## config.mk

```make
export PLATFORM = sky130hd
export DESIGN_NAME = debouncer_pulso_t
export DESIGN_NICKNAME = d
export VERILOG_FILES = /design/src/rtl/debouncer_pkg.sv /design/src/rtl/sincronizador_2ff.sv /design/src/rtl/debouncer_pulso_t.sv
export SDC_FILE = /design/constraint.sdc
export NUM_CORES = 1
export LEC_CHECK = 0
export CORE_AREA = 4 4 41 43
export CTS_BUF_LIST = sky130_fd_sc_hd__clkbuf_2 sky130_fd_sc_hd__clkbuf_4 sky130_fd_sc_hd__clkbuf_8
export CTS_CLUSTER_SIZE = 28
export DETAILED_ROUTE_END_ITERATION = 6
export DIE_AREA = 0 0 45 47
export HOLD_SLACK_MARGIN = 0.05
export PLACE_DENSITY_LB_ADDON = 0.12
export RECOVER_POWER = 25
export SLEW_MARGIN = 30
export SYNTH_ARGS = -nofsm -noshare
export SYNTH_HDL_FRONTEND = slang
export SYNTH_SLANG_ARGS = --single-unit
```

## constraint.sdc

```tcl
create_clock -name clk -period 1.42 [get_ports clk]
set_clock_uncertainty 0.2 [all_clocks]
set_input_delay 0.284 -clock clk [delete_from_list [all_inputs] [get_ports clk]]
set_output_delay 0.284 -clock clk [all_outputs]
set_load 0.01 [all_outputs]
```

## src/rtl/debouncer_pkg.sv

```systemverilog
// -----------------------------------------------------------------------------
// debouncer_pkg
// Shared definitions for the push-button debouncer / count-enable generator.
//   estado_t     : 2-bit FSM state type
//   SOLTO        : button released, waiting for a press
//   FILTRA_ALTO  : press seen, counting consecutive high samples
//   PRESSIONADO  : press accepted, button held
//   FILTRA_BAIXO : release seen, counting consecutive low samples
// -----------------------------------------------------------------------------
package debouncer_pkg;

    typedef logic [1:0] estado_t;

    localparam estado_t SOLTO        = 2'd0;
    localparam estado_t FILTRA_ALTO  = 2'd1;
    localparam estado_t PRESSIONADO  = 2'd2;
    localparam estado_t FILTRA_BAIXO = 2'd3;

endpackage

```

## src/rtl/sincronizador_2ff.sv

```systemverilog
// -----------------------------------------------------------------------------
// sincronizador_2ff
// Two-flop synchronizer bringing an asynchronous level into the clk domain.
//   clk   : destination clock
//   clear : asynchronous active-high reset, both flops cleared to 0
//   d     : asynchronous input level
//   q     : synchronized level, two clk edges after d settles
// -----------------------------------------------------------------------------
module sincronizador_2ff (
    input  logic clk,
    input  logic clear,
    input  logic d,
    output logic q
);

    logic r_meta;
    logic r_sync;

    // NOTE: sequential state uses non-blocking assignments so every flop
    // samples the pre-edge value of its neighbours (r_sync gets the old r_meta).
    always_ff @(posedge clk or posedge clear) begin
        if (clear) begin
            r_meta <= 1'b0;
            r_sync <= 1'b0;
        end else begin
            r_meta <= d;
            r_sync <= r_meta;
        end
    end

    assign q = r_sync;

endmodule

```

## src/rtl/debouncer_pulso_t.sv

```systemverilog
// -----------------------------------------------------------------------------
// debouncer_pulso_t
// Debounces a raw push-button and produces a one-cycle count-enable pulse for
// the T input of a downstream synchronous counter.
//   Parameters
//     DEBOUNCE_CYCLES : consecutive synchronized samples needed to accept a
//                       level change (2..255)
//     REPEAT_CYCLES   : auto-repeat period while held (2..255)
//   Ports
//     clk     : clock, all state changes on the rising edge
//     clear   : asynchronous active-high reset
//     btn     : raw asynchronous button level, 1 = pressed
//     T       : registered one-cycle pulse per accepted press
//     estavel : debounced button level
//   Build option
//     DEBOUNCER_AUTO_REPEAT_EN : when defined, a held button emits an extra
//                                T pulse every REPEAT_CYCLES cycles after the
//                                initial one.
// -----------------------------------------------------------------------------
module debouncer_pulso_t #(
    parameter int DEBOUNCE_CYCLES = 4,
    parameter int REPEAT_CYCLES   = 8
) (
    input  logic clk,
    input  logic clear,
    input  logic btn,
    output logic T,
    output logic estavel
);

    import debouncer_pkg::*;

    if (DEBOUNCE_CYCLES < 2 || DEBOUNCE_CYCLES > 255 ||
        REPEAT_CYCLES < 2 || REPEAT_CYCLES > 255) begin : g_param_check
        $error("debouncer_pulso_t: DEBOUNCE_CYCLES and REPEAT_CYCLES must be in 2..255");
    end

    // Wide enough to hold DEBOUNCE_CYCLES itself, so the counter never wraps.
    localparam int CNT_W = $clog2(DEBOUNCE_CYCLES + 1);
    localparam logic [CNT_W-1:0] CNT_MAX = CNT_W'(DEBOUNCE_CYCLES);
    localparam logic [CNT_W-1:0] CNT_UM  = CNT_W'(1);

    logic             w_btn_s;
    estado_t          r_estado;
    estado_t          w_prox_estado;
    logic [CNT_W-1:0] r_cnt;
    logic [CNT_W-1:0] w_prox_cnt;
    logic             r_t;
    logic             w_t;
    logic             w_rep_pulse;

    sincronizador_2ff u_sinc (
        .clk   (clk),
        .clear (clear),
        .d     (btn),
        .q     (w_btn_s)
    );

    // State register: FSM state, filter counter and the registered T pulse.
    always_ff @(posedge clk or posedge clear) begin
        if (clear) begin
            r_estado <= SOLTO;
            r_cnt    <= '0;
            r_t      <= 1'b0;
        end else begin
            r_estado <= w_prox_estado;
            r_cnt    <= w_prox_cnt;
            r_t      <= w_t;
        end
    end

    // Next-state logic. The counter holds the number of consecutive samples
    // at the new level; the state change is taken on the edge after it has
    // reached DEBOUNCE_CYCLES, which is why that edge ignores btn_s.
    always_comb begin
        // NOTE: defaults first so every path assigns both outputs and no
        // latch is inferred.
        w_prox_estado = r_estado;
        w_prox_cnt    = r_cnt;
        case (r_estado)
            SOLTO: begin
                if (w_btn_s) begin
                    w_prox_estado = FILTRA_ALTO;
                    w_prox_cnt    = CNT_UM;
                end else begin
                    w_prox_cnt    = '0;
                end
            end
            FILTRA_ALTO: begin
                if (r_cnt == CNT_MAX) begin
                    w_prox_estado = PRESSIONADO;
                    w_prox_cnt    = '0;
                end else if (w_btn_s) begin
                    w_prox_cnt    = r_cnt + CNT_UM;
                end else begin
                    w_prox_estado = SOLTO;
                    w_prox_cnt    = '0;
                end
            end
            PRESSIONADO: begin
                if (!w_btn_s) begin
                    w_prox_estado = FILTRA_BAIXO;
                    w_prox_cnt    = CNT_UM;
                end else begin
                    w_prox_cnt    = '0;
                end
            end
            FILTRA_BAIXO: begin
                if (r_cnt == CNT_MAX) begin
                    w_prox_estado = SOLTO;
                    w_prox_cnt    = '0;
                end else if (!w_btn_s) begin
                    w_prox_cnt    = r_cnt + CNT_UM;
                end else begin
                    w_prox_estado = PRESSIONADO;
                    w_prox_cnt    = '0;
                end
            end
            default: begin
                w_prox_estado = SOLTO;
                w_prox_cnt    = '0;
            end
        endcase
    end

    // Output logic: T is computed from the transition and registered above,
    // so it appears in the first cycle spent in PRESSIONADO.
    always_comb begin
        w_t     = ((r_estado == FILTRA_ALTO) && (w_prox_estado == PRESSIONADO))
                  || w_rep_pulse;
        estavel = (r_estado == PRESSIONADO) || (r_estado == FILTRA_BAIXO);
    end

    assign T = r_t;

`ifdef DEBOUNCER_AUTO_REPEAT_EN
    localparam int REP_W = $clog2(REPEAT_CYCLES);
    localparam logic [REP_W-1:0] REP_MAX = REP_W'(REPEAT_CYCLES - 1);
    localparam logic [REP_W-1:0] REP_UM  = REP_W'(1);

    logic [REP_W-1:0] r_rep;
    logic             w_rep_hold;

    // Counts only while the button stays accepted; any exit or re-entry
    // restarts the period.
    assign w_rep_hold  = (r_estado == PRESSIONADO) && (w_prox_estado == PRESSIONADO);
    assign w_rep_pulse = w_rep_hold && (r_rep == REP_MAX);

    always_ff @(posedge clk or posedge clear) begin
        if (clear) begin
            r_rep <= '0;
        end else if (!w_rep_hold || w_rep_pulse) begin
            r_rep <= '0;
        end else begin
            r_rep <= r_rep + REP_UM;
        end
    end
`else
    assign w_rep_pulse = 1'b0;
`endif

endmodule

```

# Word level (Yosys, flattened, before mapping)
# Index checks and enable logic that the tools add are counted.
# Widths: inputs -> output; s select.
[op_classes]
add_sub_neg = 1
eq_ne = 5
muxes = 14
n_reduce_logical = 3
[ops]
columns = ["cell", "n"]
rows = [
  ["$mux 2", 6],
  ["$mux 3", 4],
  ["$pmux 3 s4", 1],
  ["$pmux 2 s4", 1],
  ["$eq 2x2->1 const B", 3],
  ["$add 3x1->3 const B", 1],
  ["$eq 3x3->1 const B", 1],
  ["$eq 2x1->1 const B", 1],
  ["$logic_not 2->1", 1],
  ["$mux 1", 2],
  ["$logic_and 1x1->1", 1],
  ["$logic_or 1x1->1", 1],
]
[totals]
reg_bits = 8
in_bits = 3
out_inout_bits = 2
word_cells = 28

# Depth between registers and ports, before layout
[logic_depth]
depth_word = 5
ltp_mapped = 4
ltp_nobuf = 4

# Cells and area by module
# From an unflattened synthesis, not the netlist that was laid out.
[hier_totals]
hier_cells = 28
hier_area_um2 = 334.1
[by_module_without_submodules]
columns = ["module", "instances", "cells_per_inst", "area_each_um2", "seq_area_each_um2"]
rows = [
  ["debouncer_pulso_t", 1, 25, 280.3, 150.1],
  ["sincronizador_2ff", 1, 3, 53.8, 50.0],
]

# Least setup slack after synthesis
# No wires, ideal clock.
[synth_timing]
path_type = "register to register"
start = "register r_cnt[0]"
end = "register r_cnt[2]"
setup_time_ns = 0.094
t_arrival_ns = 1.147
required_time_ns = 1.126
slack_ns = -0.021
path_stages_with_launch = 5
n_path_buf = 0
synth_period_minus_slack_ns = 1.441
path_cell_list = "dfrtp_1 > inv_1 > ha_1 > or3b_1 > a211oi_1"
[synth_via]
elab_chain_cells = 4
elab_cells_between_ends = 7
classes_between = "1 x add/sub; 1 x eq/ne; 5 x mux"
[synth_lines]
columns = ["item", "line", "source"]
rows = [
  ["from (decl)", "debouncer_pulso_t.sv:46", "logic [CNT_W-1:0] r_cnt;"],
  ["from (signal assigned)", "debouncer_pulso_t.sv:67", "r_cnt <= w_prox_cnt;"],
  ["$add 3x1->3", "debouncer_pulso_t.sv:94, debouncer_pulso_t.sv:113", ""],
  ["$mux 3, on equally long branches", "debouncer_pulso_t.sv:112, debouncer_pulso_t.sv:93", ""],
  ["$mux 3, on equally long branches", "debouncer_pulso_t.sv:109, debouncer_pulso_t.sv:90", ""],
  ["$pmux 3 s4 (*)", "debouncer_pulso_t.sv:80", "case (r_estado)"],
  ["via w_prox_cnt[2]", "debouncer_pulso_t.sv:47", "logic [CNT_W-1:0] w_prox_cnt;"],
]
# The timed path passes the listed nets; every way through them passes the cells marked *.

# Worst setup path in the final report
# Same ends and word-level chain as after synthesis.

==> summary.md <==
| Metric | Value |
|---|---|
| CP endpoint kind | `flop` |
| Crit path from | `r_cnt[0]` |
| Unrepaired setup endpoints after global routing | `true` |
| Flop pwr share | `38.4%` |
| FILL cells | `141` |
| Final WS setup | `-0.008699 ns` |
| Fin area | `476.7 sq um` |
| Worst-path cell chain | `inv_1 > ha_2 > or3b_1 > a211oi_2` |
| Number of clock sinks | `8` |
| Area Overhead vs Synth | `44.32%` |
| Io pins | `5` |
| Syn avg cell area | `12.23 sq um` |
| Failing checks | `setup timing` |
| Largest net degree at the start of global routing | `9` |
| Hold-fix buffers, CTS | `0` |
| Max IR drop VDD | `0.0005778 V` |
| Hold Vio Cnt, Final | `0` |
| Crit-path max cell delay | `0.37 ns` |
| Die Ht | `47 um` |
| Status | `complete, but fails checks` |
| Diode count | `0` |
| Die W | `45 um` |
| Routability cong. | `0.6795` |
| PD cells | `1737 nW/um^2` |
| CP endpoint | `r_cnt[2]` |
| Clk Latency, worst-skew pair | `0.25 ns` |
| Core Region | `1301 sq um` |
| Final setup violation count | `1` |
| Max frequency | `699.9 MHz` |
| Post-Syn Area | `330.3 sq um` |
| I/O Buffers | `4` |
| Iteration count of the initial detailed-routing pass | `1` |
| DRT antenna net count | `0` |
| Wirelength per Cell | `11.20 um` |
| H-tree levels | `1` |
| Die ar. | `2115 sq um` |
| Reg2Reg Launch Point | `r_cnt[0]` |
| Syn nets | `32` |
| Detailed placer's ending HPWL | `416.8 um` |
| Congestion Overflow GR | `0` |
| GR Layer Usage met3 | `6.897%` |
| FF-to-FF End | `r_cnt[2]` |
| Syn. warnings | `0` |
| MaxCap Viol Count | `0` |
| Vias per cell | `4.185` |
| R2R setup slack | `-0.009 ns` |
| Hold_ws | `0.1455 ns` |
| First-pass GRT wire length | `910 um` |
| CP max-delay cell | `dfrtp_1` |
| Crit path DAT | `1.39 ns` |
| Type of origin of the critical path | `flop` |
| Clock network power share | `20.1%` |
| CTS clk-pin slew, worst paths | `0.05 ns` |
| CP max FO | `3` |
| GRT Overall Usage | `6.784%` |
| Total Power | `0.0008281 W` |
| Netlist cell types | `14` |
| NumNets Final | `46` |
| Worst EP required | `1.38 ns` |
| Internal power | `0.0005477 W` |
| Root buffer cell | `clkbuf_4` |
| GRT Max-Usage Layer | `met2` |
| Worst-margin pin slew | `0.3327 ns` |
| Initial antenna violation count | `0` |
| Inst Count DP | `49` |
| Via count | `226` |
| Cell Area, Placed | `417.9 sq um` |
| Slew Limit Headroom | `77.71%` |
| Part of the Yosys area used for sequential elements | `60.61%` |
| Fin crit period | `1.429 ns` |
| Routed WL | `605 um` |
| Seq cells post-synth | `8` |
| Synth Instances | `27` |
| Sw frac | `33.86%` |
| Met1 usage | `6.089%` |
| CTS tree | `yes` |
| Max-slew violation count | `0` |
| Share of layout cells above drive strength 1 | `38.46%` |
| Met2 Use GR | `10.73%` |
| Initial Util | `25.38%` |
| Final core occ | `36.63%` |
| DRC errors left | `0` |
| NetSw | `0.0002804 W` |
| DRT iter0 DRCs | `0` |
| Clock Path Buffers | `2` |
| HP Class | `flop to flop` |
| CP Class | `flop to flop` |
| Reg2Reg Depth | `4` |
| Gate power share | `41.5%` |
| Non-Filler Instances | `54` |
| Period utilisation layout | `100.6%` |
| Vias in the first global route | `213` |
| P_leak | `0.2302 nW` |
| # rows | `13` |
| TritonCTS Buffers | `3` |
| Hold Path Origin | `u_sinc.r_meta` |
[worst min path at each step]
stage	end	slack [ns]	cells past startpoint
6_report	u_sinc.q	0.15	0
2_1_floorplan	T	-0.10	1
3_3_place_gp	u_sinc.q	0.14	0
5_1_grt	u_sinc.q	0.15	0
4_1_cts	u_sinc.r_meta	0.08	2
3_5_place_dp	u_sinc.q	0.13	0
[metal layers]
metal,up-vias,routed length [um]
li1,111,-
met5,-,0
met2,6,338
met4,0,0
met3,0,39
met1,109,227
[per-stage QoR]
stage	TNS, ns	worst slack [ns]
5_1_grt	-0.03931	-0.02683
3_3_place_gp	-0.02617	-0.02617
6_report	-0.008699	-0.008699
4_1_cts	-0.004115	-0.004115
2_1_floorplan	0	0.01760
3_5_place_dp	-0.05391	-0.05004
[synth_stat cells]
| cell type | count | area share (%) |
|---|---|---|
| ha_1 | 2 | 7.6 |
| nand3_1 | 1 | 1.5 |
| a211oi_1 | 1 | 2.3 |
| a21o_1 | 1 | 2.3 |
| a31oi_1 | 1 | 1.9 |
| a21oi_1 | 1 | 1.5 |
| xnor2_1 | 2 | 5.3 |
| inv_1 | 5 | 5.7 |
| nor2_1 | 1 | 1.1 |
| a2111oi_2 | 1 | 4.5 |
| clkbuf_1 | 1 | 1.1 |
| or3b_1 | 1 | 2.7 |
| dfrtp_1 | 8 | 61 |
| nand2b_1 | 1 | 1.9 |
[timing repair]
action | 4_1_cts | 5_1_grt
gates resized for setup | 5 | 3
pin swaps | 1 | 1
setup buffers | 1 | 1
endpoints found under the setup margin | 4 | 4
[power groups by stage]
| stage | registers, W | logic (W) | clock network (W) |
|---|---|---|---|
| detailed placement | 0.000322 | 0.000260 | 0 |
| floorplan | 0.000316 | 0.000154 | 0 |
| global route | 0.000325 | 0.000373 | 0.000200 |
| global placement | 0.000318 | 0.000253 | 0 |
| finish | 0.000318 | 0.000344 | 0.000166 |
| CTS | 0.000317 | 0.000283 | 0.000178 |
[cells in the final DEF (no fill, tap or decap)]
cell	n
clkbuf_2	1
nor2_1	1
dfrtp_1	8
xnor2_1	1
xnor2_2	1
ha_2	2
or3b_1	1
nand3_1	1
inv_1	5
dlygate4sd2_1	1
a21oi_1	1
a21o_1	1
a31oi_1	1
buf_4	6
a2111oi_4	1
clkbuf_4	3
dlygate4sd3_1	2
nand2b_1	1
a211oi_2	1
[cells by family after synthesis]
logic type | count (synthesis) | share of synthesized area, %
buf+inv | 6 | 6.818
simple gates | 4 | 7.196
flops | 8 | 60.61
xor+xnor | 2 | 5.304
fa+ha+maj | 2 | 7.575
compound gates | 5 | 12.50
[flip-flops by register name (all words and copies together), names as in the netlist]
register,flops
r_cnt,3
u_sinc.q,1
r_estado,2
u_sinc.r_meta,1
T,1
[final cells by class]
class                   instances  area (sq um)  area share [%]
flip-flops and latches          8         200.2           41.99
repair buffers                 10         78.83           16.54
inverters                       5         18.77           3.937
clock buffers                   3         22.52           4.724
well taps                      15         18.77           3.937
multi-input cells              13         137.6           28.87
[critical path: cells and delay by family (launching register included)]
family                   cells  cell delay [ns]
adder cells (fa/ha/maj)      1             0.18
AND/OR/NAND/NOR              1             0.36
AO/OA/AOI/OAI                1             0.17
flip-flops                   1             0.37
buffers and inverters        1             0.06
No activity file was read; power rests on OpenSTA's default activity.
